--- config.mk ---
export PLATFORM = sky130hd
export DESIGN_NAME = obstacle_engine
export DESIGN_NICKNAME = d
export VERILOG_FILES = /design/src/rtl/obstacle_pkg.sv /design/src/rtl/obstacle_engine_lfsr8.sv /design/src/rtl/obstacle_engine.sv
export SDC_FILE = /design/constraint.sdc
export NUM_CORES = 1
export LEC_CHECK = 0
export CAP_MARGIN = 30
export CORE_MARGIN = 8
export CORE_UTILIZATION = 35
export CTS_CLUSTER_SIZE = 40
export DETAILED_ROUTE_END_ITERATION = 12
export PLACE_DENSITY = 0.69
export RECOVER_POWER = 100
export SLEW_MARGIN = 20
export SYNTH_ARGS = -nofsm -noshare
export SYNTH_HDL_FRONTEND = slang
export SYNTH_SLANG_ARGS = --single-unit
--- constraint.sdc ---
create_clock -name clk -period 2 [get_ports clk]
set_input_delay 0.4 -clock clk [delete_from_list [all_inputs] [get_ports clk]]
set_output_delay 0.4 -clock clk [all_outputs]
set_load 0.005 [all_outputs]
--- src/rtl/obstacle_pkg.sv ---
// obstacle_pkg: shared state encoding, LFSR constants and field indexing for the obstacle engine
package obstacle_pkg;
   typedef enum logic [1:0] {IDLE, RUN, DEAD, WON} state_t;
   localparam logic [7:0] LFSR_SEED = 8'hA5;
   localparam logic [7:0] LFSR_TAPS = 8'b1011_1000;
   function automatic int fidx(input int row, input int lane, input int lanes);
      return row * lanes + lane;
   endfunction
endpackage

--- src/rtl/obstacle_engine_lfsr8.sv ---
// lfsr8: 8-bit Fibonacci LFSR (taps 8,6,5,4), shifts left one step per enable
module lfsr8 import obstacle_pkg::*; (
   input  logic       clk,
   input  logic       reset,
   input  logic       en,
   output logic [7:0] q
);
   logic [7:0] r_q;
   assign q = r_q;
   always_ff @(posedge clk) begin
      if (reset) r_q <= LFSR_SEED;
      else if (en) r_q <= {r_q[6:0], ^(r_q & LFSR_TAPS)};
   end
endmodule

--- src/rtl/obstacle_engine.sv ---
// obstacle_engine: scrolling lane field, player movement, collision and score for the game FSM
module obstacle_engine import obstacle_pkg::*; #(
   parameter int TICK_DIV  = 1_000_000,
   parameter int LANES     = 4,
   parameter int ROWS      = 8,
   parameter int WIN_SCORE = 20
) (
   input  logic                     clk,
   input  logic                     reset,
   input  logic                     play,
   input  logic                     btn_left,
   input  logic                     btn_right,
   output logic                     win,
   output logic                     dead,
   output logic [$clog2(LANES)-1:0] player_lane,
   output logic [LANES*ROWS-1:0]    field,
   output logic [7:0]               score
);
   localparam int LW = $clog2(LANES);
   localparam int CW = $clog2(TICK_DIV);
   localparam logic [LW-1:0] LANE_MID = LW'(LANES / 2);
   state_t                r_state;
   logic                  r_win, r_dead, r_prev_l, r_prev_r, r_block;
   logic [LW-1:0]         r_lane;
   logic [LANES*ROWS-1:0] r_field;
   logic [7:0]            r_score;
   logic [CW-1:0]         r_cnt;
   logic [7:0]            w_lfsr;
   logic [LANES-1:0]      w_row0, w_spawn_row;
   logic                  w_left, w_right, w_hit, w_done, w_tick, w_step, w_spawn;
   logic                  w_unused_lfsr;
   assign w_left        = btn_left & ~r_prev_l;
   assign w_right       = btn_right & ~r_prev_r;
   assign w_row0        = r_field[fidx(0, 0, LANES) +: LANES];
   assign w_hit         = w_row0[r_lane];
   assign w_done        = r_score == 8'(WIN_SCORE);
   assign w_tick        = r_state == RUN && r_cnt == CW'(TICK_DIV - 1);
   // a collision or win freezes the field, so the LFSR only steps on real scrolls
   assign w_step        = w_tick & play & ~w_hit & ~w_done;
   assign w_spawn       = ~r_block & w_lfsr[0];
   assign w_spawn_row   = w_spawn ? LANES'(1) << w_lfsr[LW:1] : '0;
   assign w_unused_lfsr = ^w_lfsr[7:LW+1];
   assign win           = r_win;
   assign dead          = r_dead;
   assign player_lane   = r_lane;
   assign field         = r_field;
   assign score         = r_score;
   lfsr8 u_lfsr (.clk(clk), .reset(reset), .en(w_step), .q(w_lfsr));
   always_ff @(posedge clk) begin
      if (reset) begin
         r_state  <= IDLE;
         r_win    <= 1'b0;
         r_dead   <= 1'b0;
         r_field  <= '0;
         r_score  <= '0;
         r_lane   <= LANE_MID;
         r_cnt    <= '0;
         r_block  <= 1'b0;
         r_prev_l <= 1'b0;
         r_prev_r <= 1'b0;
      end else begin
         r_prev_l <= btn_left;
         r_prev_r <= btn_right;
         if (!play) begin
            r_state <= IDLE;
            r_win   <= 1'b0;
            r_dead  <= 1'b0;
            r_field <= '0;
            r_score <= '0;
         end else if (r_state == IDLE) begin
            r_state <= RUN;
            r_field <= '0;
            r_score <= '0;
            r_cnt   <= '0;
            r_block <= 1'b0;
            r_lane  <= LANE_MID;
         end else if (r_state == RUN) begin
            if (w_hit) begin
               r_state <= DEAD;
               r_dead  <= 1'b1;
            end else if (w_done) begin
               r_state <= WON;
               r_win   <= 1'b1;
            end else begin
               r_cnt <= w_tick ? '0 : r_cnt + CW'(1);
               if (w_left && !w_right && r_lane != '0) r_lane <= r_lane - LW'(1);
               else if (w_right && !w_left && r_lane != LW'(LANES - 1)) r_lane <= r_lane + LW'(1);
               if (w_tick) begin
                  r_field <= {w_spawn_row, r_field[LANES*ROWS-1:fidx(1, 0, LANES)]};
                  r_score <= r_score + 8'(|w_row0);
                  r_block <= w_spawn;
               end
            end
         end
      end
   end
endmodule

# Yosys cells after proc, flatten, opt, wreduce, memory -nomap -nowiden

Index checks and enable logic that the tools add are counted.

Latch bits: 0
Bits in registers: 77
Memories kept: 0
Bits in read-only memories: 0
Bits of input ports: 5
Output and inout bits: 44
Word-level logic and storage cells: 86
Bits in writable memories: 0

Shift operators: 1
$add $sub $neg: 4
Multipliers: 0
Div/mod/pow operators: 0
Reductions and logical operators: 26
Muxes and demuxes: 23
Eq/ne operators: 6
Bitwise gates (word level): 13
Magnitude comparators: 1

Operators with widths:

| kind                  | number |
|---|---|
| $mux 20               | 5 |
| $add 20x1->20 const B | 1 |
| $eq 20x20->1 const B  | 1 |
| $mux 2                | 8 |
| $reduce_and 4->1      | 3 |
| $reduce_and 5->1      | 2 |
| $add 8x1->8           | 1 |
| $eq 8x5->1 const B    | 1 |
| $mux 1                | 8 |
| $reduce_bool 2->1     | 4 |
| $reduce_xor 8->1      | 1 |
| $not 1->1             | 7 |
| $and 1x1->1           | 6 |
| $reduce_bool 3->1     | 2 |
| $logic_and 1x1->1     | 5 |
| $mux 4                | 1 |
| $ne 2x1->1 const B    | 2 |
| $reduce_and 2->1      | 2 |
| $reduce_or 4->1       | 1 |
| $shl 1x2->4 const A   | 1 |
| $lt 2x3->1 const B    | 1 |
| $reduce_and 3->1      | 1 |
| $reduce_or 3->1       | 1 |
| $add 2x1->2 const B   | 1 |
| other kinds (7)       | 8 |

# Logic depth before layout (Yosys ltp)

Gate-level depths: netlist (run 1).

Word-level depth: 11
Mapped depth: 9

# By module

From an unflattened synthesis (run 1), not the netlist that was laid out.

Cells, all modules: 398
Area, all modules: 3338.2 um^2

Modules (own cells, without submodules):

| module          | cells each | instances | area an instance (um^2) |
|---|---|---|---|
| obstacle_engine | 369        | 1         | 3035.4 |
| lfsr8           | 29         | 1         | 302.8 |

# Worst setup path before layout (run 1)

OpenSTA, ideal clock, no wires.

Path kind: register to register
Start: register r_lane[0], in the netlist player_lane[0]
End: register r_cnt[5]
Data required time: 1885 ps
Path buffers: 3
Setup slack: -277 ps
Period minus slack after synthesis: 2277 ps
Stages on the path, launching flop included: 9
Data arrival time: 2162 ps
Path through: dfxtp_1 -> buf_6 -> mux4_2 -> a211oi_2 -> nor2_1 -> buf_2 -> o21bai_4 -> buf_4 -> nor2_1

Longest elaborated chain between the ends: 4

RTL lines:

| item                         | line                  | source |
|---|---|---|
| start: declaration           | obstacle_engine.sv:24 | `logic [LW-1:0] r_lane;` |
| start signal: assignment     | obstacle_engine.sv:86 | `if (w_left && !w_right && r_lane != '0) r_lane <= r_lane - LW'(1);` |
| start signal: assignment     | obstacle_engine.sv:87 | `else if (w_right && !w_left && r_lane != LW'(LANES - 1)) r_lane <= r_lane + LW'(1);` |
| $bmux 1 s2                   | obstacle_engine.sv:35 | `assign w_hit = w_row0[r_lane];` |
| $mux 1 (not written as such) | obstacle_engine.sv:35 |  |
| $ne 2x1->1 (no line)         | --                    |  |
| $reduce_and 4->1 (no line)   | --                    |  |
| end signal: assignment       | obstacle_engine.sv:85 | `r_cnt <= w_tick ? '0 : r_cnt + CW'(1);` |
| end: declaration             | obstacle_engine.sv:27 | `logic [CW-1:0] r_cnt;` |

Every way passes these cells. The select of a mux whose other input is x is not followed.
A chain may end at the register's enable or synchronous reset.

# Worst setup path in the final report (run 1)

Start: register r_lane[0], in the netlist player_lane[0]
End: register r_cnt[6]

Same word-level chain as after synthesis.

==> results of run 1 <==
[cells in the mapped netlist, drive strengths merged (4+ instances only)]
cell	instances	area share
nand2	78	0.087
dfxtp	77	0.46
a21oi	59	0.088
nor2	21	0.023
clkbuf	14	0.016
nand3	14	0.021
o21ai	13	0.019
and3	12	0.022
xnor2	10	0.026
buf	8	0.014
o31ai	8	0.018
or3	7	0.013
or4	7	0.016
nand4	6	0.011
nor2b	5	0.0093
a211o	4	0.010
and2	4	0.0074
and4	4	0.010
inv	4	0.0045
nor3	4	0.0059
nor4b	4	0.010
[repair_timing]
action                     in CTS  in global routing
pin swaps                       9                 13
buffers inserted                5                  5
gates resized for setup        19                 37
setup endpoints to repair      62                 70
gates cloned                    0                  4
[tightest hold or removal path, cell delays in order, from the launching register on]
cell and delay [ps]:
dfxtp_1 330, nand2_1 50, a21oi_1 50
[report_power, final]
part / internal [mW] / switching (mW) / leakage [nW]
registers: 1.54 / 0.00453 / 0.622
clock network: 0.591 / 0.614 / 0.0968
logic: 0.0933 / 0.0939 / 1.13
total: 2.22 / 0.712 / 1.85
[layout by cell type (no fill, tap or decap), drive strengths merged, types with 8 or more instances in the layout]
| cell | instances |
|---|---|
| a21oi | 59 |
| and3 | 12 |
| buf | 61 |
| clkbuf | 17 |
| dfxtp | 77 |
| dlygate4sd3 | 41 |
| nand2 | 78 |
| nand3 | 14 |
| nor2 | 21 |
| o21ai | 13 |
| o31ai | 8 |
| xnor2 | 10 |
[how the worst min path moves through the flow]
stage                                   to  slack (ps)  cells past startpoint
floorplan           r_cnt[18]$_SDFFE_PP0P_         450                      2
global placement    field[25]$_SDFFE_PP0P_         460                      2
detailed placement        win$_SDFFE_PP0P_         460                      1
CTS                 field[17]$_SDFFE_PP0P_         470                      2
global route        field[25]$_SDFFE_PP0P_         490                      2
finish              field[13]$_SDFFE_PP0P_         470                      2
[logic make-up (layout without fill, tap and decap cells)]
kind of cell               count (synthesis)  count (layout)  share of synthesized area
and+or+nand+nor                          178             178                      0.267
adders and majority gates                  3               3                     0.0112
xor gates and xnor gates                  13              13                     0.0338
buffers and inverters                     26             137                     0.0342
AOI/OAI and AO/OA                        102             102                      0.187
muxes                                      2               2                    0.00967
DFF                                       77              77                      0.458
[cell type report]
| type | count | area, um^2 |
|---|---|---|
| repair buffers | 117 | 1130 |
| fillers | 847 | 4290 |
| well taps | 129 | 161 |
| clock buffers | 9 | 124 |
| flip-flops and latches | 77 | 1540 |
| clock inverters | 7 | 80.1 |
| multi-input cells | 298 | 1940 |
| inverters | 4 | 15.0 |
[registers in the layout, indices dropped and copies added (netlist names), 2 cells and up]
register,cells
field,32
player_lane,2
r_cnt,20
r_state,2
score,8
u_lfsr.q,8
[routing by layer]
layer  vias up  part of all wire
li1       1651                 -
met5         -                 0
met2        63              0.47
met3        10             0.051
met4         0             0.015
met1      1564              0.46
==> summary.md, run 1 <==
| Metric | Value |
|---|---|
| Status | finished, violations left |
| Failing checks | negative setup slack |
| DP HPWL | 6490 um |
| Cell Chain, Critical Path | mux4_2, a211oi_4, buf_6, nor2_4, buf_6, o21bai_4, clkbuf_16, a21oi_1 |
| Reg-to-reg critical path startpoint | player_lane[0]$_SDFFE_PP0P_ |
| Initial DRC Count | 228 |
| Die X-Extent | 114 um |
| Count of non-filler cells in the finished layout | 641 |
| Remaining DRCs | 0 |
| Initial Util | 0.363 |
| Max Fclk | 480 MHz |
| Chip Height | 114 um |
| Initial antenna violation count | 0 |
| CTS tree | done |
| Clock latency on the worst-skew pair | 360 ps |
| PD cells | 588 nW/um^2 |
| Post-detailed-route wirelength per cell | 14.7 um |
| Inst Count DP | 611 |
| Reg-to-Reg End | r_cnt[6]$_SDFFE_PP0P_ |
| Setup CP Type | flip-flop to flip-flop |
| CTS Root Cell | clkbuf_8 |
| Worst Setup Start Kind | flip-flop |
| Clock Sinks | 77 |
| Async set-reset flop share out of synthesis | 0 |
| Hold_sp | field[13]$_SDFFE_PP0P_ |
| CP endpoint | r_cnt[6]$_SDFFE_PP0P_ |
| Core area | 9280 um^2 |
| Most common cell on crit path | buf_6 |
| Hold Path Class | flip-flop to flip-flop |
| Post-synthesis sequential area ratio | 0.458 |
| Syn Nets | 409 |
| Final worst slack | -85.3 ps |
| Placer Congestion | 0.860 |
| Vias per cell | 5.13 |
| Setup_tns | -1740 ps |
| Unique masters post-synth | 48 |
| Worst slack at placement | -208 ps |
| GR Overflow Total | 0 |
| Finish-stage setup viols | 43 |
| Hold Worst Slack | 472 ps |
| Largest net degree at the start of global routing | 36 |
| Number of global-route vias before repair | 3119 |
| MaxCap Viol Count | 0 |
| DRT antenna net count | 0 |
| Cts hold-fix bufs | 0 |
| Pleak | 1.85 nW |
| Busiest grt layer | met2 |
| Synth Instances | 401 |
| Final Util | 0.538 |
| Critical path fanouts, max | 9 |
| Required time worst endpoint | 2250 ps |
| Rel. slew slack | 0.670 |
| Slowest CP cell | mux4_2 |
| Layout cells sized above 1 | 0.252 |
| WP buf/inv | 3 |
| Primary FF master, synth | dfxtp_1 |
| CTS Buf Count | 9 |
| Clock Pin Slew Worst Setup and Hold Paths | 90 ps |
| Post-Layout Inst Area | 4990 um^2 |
| Met3 GRT Util | 0.0327 |
| Final Power | 2.93 mW |
| CP Depth | 8 |
| Syn Area/Cell | 8.39 um^2 |
| Max Slew Vio Count | 0 |
| Max incr delay on CP | 590 ps |
| Layout area overhead | 48.4% |
| First-pass DRT Iterations | 4 |
| Critical Path Sink Type | flip-flop |
| Flop2flop setup slack | -90 ps |
| Global-route wire length before repair | 14900 um |
| GR Util met1 | 0.176 |
| Yosys Warn Count | 0 |
| Num rows | 35 |
| #FFs+latches synth | 77 |
| Post-synthesis cell area | 3370 um^2 |
| Final Hold Vio Count | 0 |
| Layout Skew | 13.9 ps |
| H-tree depth | 3 |
| Total routed wirelength | 9450 um |
| Delay-heaviest family, CP | multiplexers |
| Tcrit/Tclk final | 1.04 |
| Critical path startpoint | player_lane[0]$_SDFFE_PP0P_ |
| RSZ-0062 raised after global routing | yes |
| Bufs on Longest Clock Path | 2 |
| EDFF count, synth | 0 |
| I/O pins | 49 |
| GRT Util Overall | 0.141 |
| Via count | 3288 |
| Area after DPL | 4390 um^2 |
| GRT met2 Usage | 0.228 |
| # diodes | 0 |
| Die area | 13000 um^2 |
| Arr. time, crit path | 2330 ps |
| Register-to-Register Path Depth | 8 |
| Post-route minimum period | 2090 ps |
| Net count, final | 515 |
| Worst-Margin Slew | 495 ps |
| VDD IR-drop max | 0.275 mV |
| I/O Buffers | 48 |
Note: power is estimated with default switching activity, not from simulation.
==> inputs of run 2 (changes only) <==
--- a/config.mk
+++ b/config.mk
@@ -5,6 +5,7 @@
 export SDC_FILE = /design/constraint.sdc
 export NUM_CORES = 1
 export LEC_CHECK = 0
+export ABC_CLOCK_PERIOD_IN_PS = 2000
 export CAP_MARGIN = 30
 export CORE_MARGIN = 8
 export CORE_UTILIZATION = 35
==> results of run 2 <==
Same layout as run 1: the final DEF is identical, and so are final timing and power.
==> inputs of run 3 (changes only) <==
--- a/config.mk
+++ b/config.mk
@@ -17,3 +17,4 @@
 export SYNTH_ARGS = -nofsm -noshare
 export SYNTH_HDL_FRONTEND = slang
 export SYNTH_SLANG_ARGS = --single-unit
+export TNS_END_PERCENT = 50
==> run 3 against run 2 <==
Effect of this change: the run still ends with negative setup slack left; sequential power is essentially flat; final cell count shrank 0.94%; count of clock-buffer cells in the layout is the same; worst setup slack lost 27 ps; via count shrank 0.79%; first-iteration DRC count shrank 12%; largest cell class unchanged; largest power group unchanged.
==> summary.md, run 3 (same netlist as run 1, synthesis figures left out) <==
| Metric | Value |
|---|---|
| GRT Util Overall | 0.137 |
| Core area | 9280 um^2 |
| Initial DRC Count | 201 |
| Post-route minimum period | 2110 ps |
| Setup_tns | -1300 ps |
| First-pass DRT Iterations | 4 |
| Final Power | 2.82 mW |
| Die X-Extent | 114 um |
| Layout fillers | 867 |
| Required time worst endpoint | 2300 ps |
| Via count | 3262 |
| Placer Congestion | 0.900 |
| Vias per cell | 5.14 |
| Hold Path Class | flip-flop to flip-flop |
| CTS Buf Count | 9 |
| GR Overflow Total | 0 |
| Cts hold-fix bufs | 0 |
| # diodes | 0 |
| Count of non-filler cells in the finished layout | 635 |
| WP buf/inv | 0 |
| Critical Path Sink Type | flip-flop |
| H-tree depth | 3 |
| Final Hold Vio Count | 0 |
| Layout Skew | 16.4 ps |
| Net count, final | 509 |
| CTS Root Cell | clkbuf_8 |
| DP HPWL | 6550 um |
| Global-route wire length before repair | 14500 um |
| Worst slack at placement | -137 ps |
| Number of flip-flops under the largest register name | 32 |
| Worst Setup Start Kind | flip-flop |
| Max incr delay on CP | 570 ps |
| Clock Sinks | 77 |
| Post-detailed-route wirelength per cell | 14.5 um |
| Failing checks | negative setup slack |
| Most common cell on crit path | or3_4 |
| Layout cells sized above 1 | 0.206 |
| Area after DPL | 4400 um^2 |
| Delay-heaviest family, CP | simple AND/OR/NAND/NOR gates |
| Clock latency on the worst-skew pair | 360 ps |
| Clock Pin Slew Worst Setup and Hold Paths | 100 ps |
| Inst Count DP | 612 |
| Finish-stage setup viols | 36 |
| I/O Buffers | 48 |
| Post-Layout Inst Area | 4780 um^2 |
| Tcrit/Tclk final | 1.06 |
| Critical path fanouts, max | 7 |
| Final worst slack | -113 ps |
| MaxCap Viol Count | 0 |
| I/O pins | 49 |
| Cell Chain, Critical Path | mux4_2, a21o_1, or3_4, or3_4, a21oi_2 |
| Setup CP Type | flip-flop to flip-flop |
| Chip Height | 114 um |
| PD cells | 590 nW/um^2 |
| DRT antenna net count | 0 |
| Rel. slew slack | 0.505 |
| Most frequent cells in the layout | 76 x nand2_1, 76 x dfxtp_1, 50 x a21oi_1, 47 x buf_4, 37 x dlygate4sd3_1 |
| Pleak | 1.75 nW |
| Remaining DRCs | 0 |
| CTS tree | done |
| VDD IR-drop max | 0.365 mV |
| Num rows | 35 |
| Final Util | 0.515 |
| Hold Worst Slack | 461 ps |
| Max Fclk | 473 MHz |
| Largest net degree at the start of global routing | 32 |
| RSZ-0062 raised after global routing | yes |
| Bufs on Longest Clock Path | 2 |
| Initial Util | 0.363 |
| Die area | 13000 um^2 |
| Initial antenna violation count | 0 |
| Layout area overhead | 41.9% |
| Arr. time, crit path | 2410 ps |
| Total routed wirelength | 9190 um |
| Number of global-route vias before repair | 2918 |
| Worst-Margin Slew | 743 ps |
| Slowest CP cell | mux4_2 |
| Max Slew Vio Count | 0 |
| Status | finished, violations left |
-- run 3: changes by cell type in the layout (fill, tap and decap cells not counted), sizes merged --
cell / previous run / this run
clkinv: 1 / 0
dlygate4sd3: 41 / 37
clkbuf: 17 / 14
inv: 7 / 9
clkdlybuf4s50: 7 / 11
bufinv: 1 / 0
buf: 61 / 58
-- run 3: final cells by class --
class                      count  area (um^2)  area share
clock buffer                   9          124      0.0259
sequential                    77         1540       0.323
inverter                       4         15.0     0.00314
clock inverter                 7         61.3      0.0128
multi-input combinational    298         1870       0.392
tap                          129          161      0.0338
timing repair buffer         111         1000       0.209
-- run 3: repair_timing --
item / in CTS / in global routing
resized for setup: 7 / 29
pin swaps: 1 / 11
buffers inserted: 1 / 6
setup endpoints to repair: 58 / 66
-- run 3: layer usage --
layer,part of all wire,global-route usage
met1,0.47,0.177
met2,0.47,0.211
met3,0.046,0.0301
met4,0.016,0.0665
met5,0,0
-- run 3: tightest hold or removal path, stage by stage (launching register included) --
cell and delay, ps:
dfxtp_1 330, nand2_1 60, a21oi_1 50
-- run 3: final timing paths --
| check | startpoint | to | slack, ps | depth (start not counted) |
|---|---|---|---|---|
| worst min-delay path | field[22]$_SDFFE_PP0P_ | field[18]$_SDFFE_PP0P_ | 460 | 2 |
| worst min register to register | field[22]$_SDFFE_PP0P_ | field[18]$_SDFFE_PP0P_ | 460 | 2 |
| worst max-delay path | field[3]$_SDFFE_PP0P_ | score[3]$_SDFFE_PP0P_ | -110 | 5 |
| worst max register to register | field[3]$_SDFFE_PP0P_ | score[3]$_SDFFE_PP0P_ | -110 | 5 |
-- run 3: power by group --
part | switching, mW | internal [mW] | total [mW]
logic | 0.0796 | 0.0695 | 0.149
clock network | 0.651 | 0.476 | 1.13
registers | 0.00474 | 1.54 | 1.54
total | 0.735 | 2.08 | 2.82
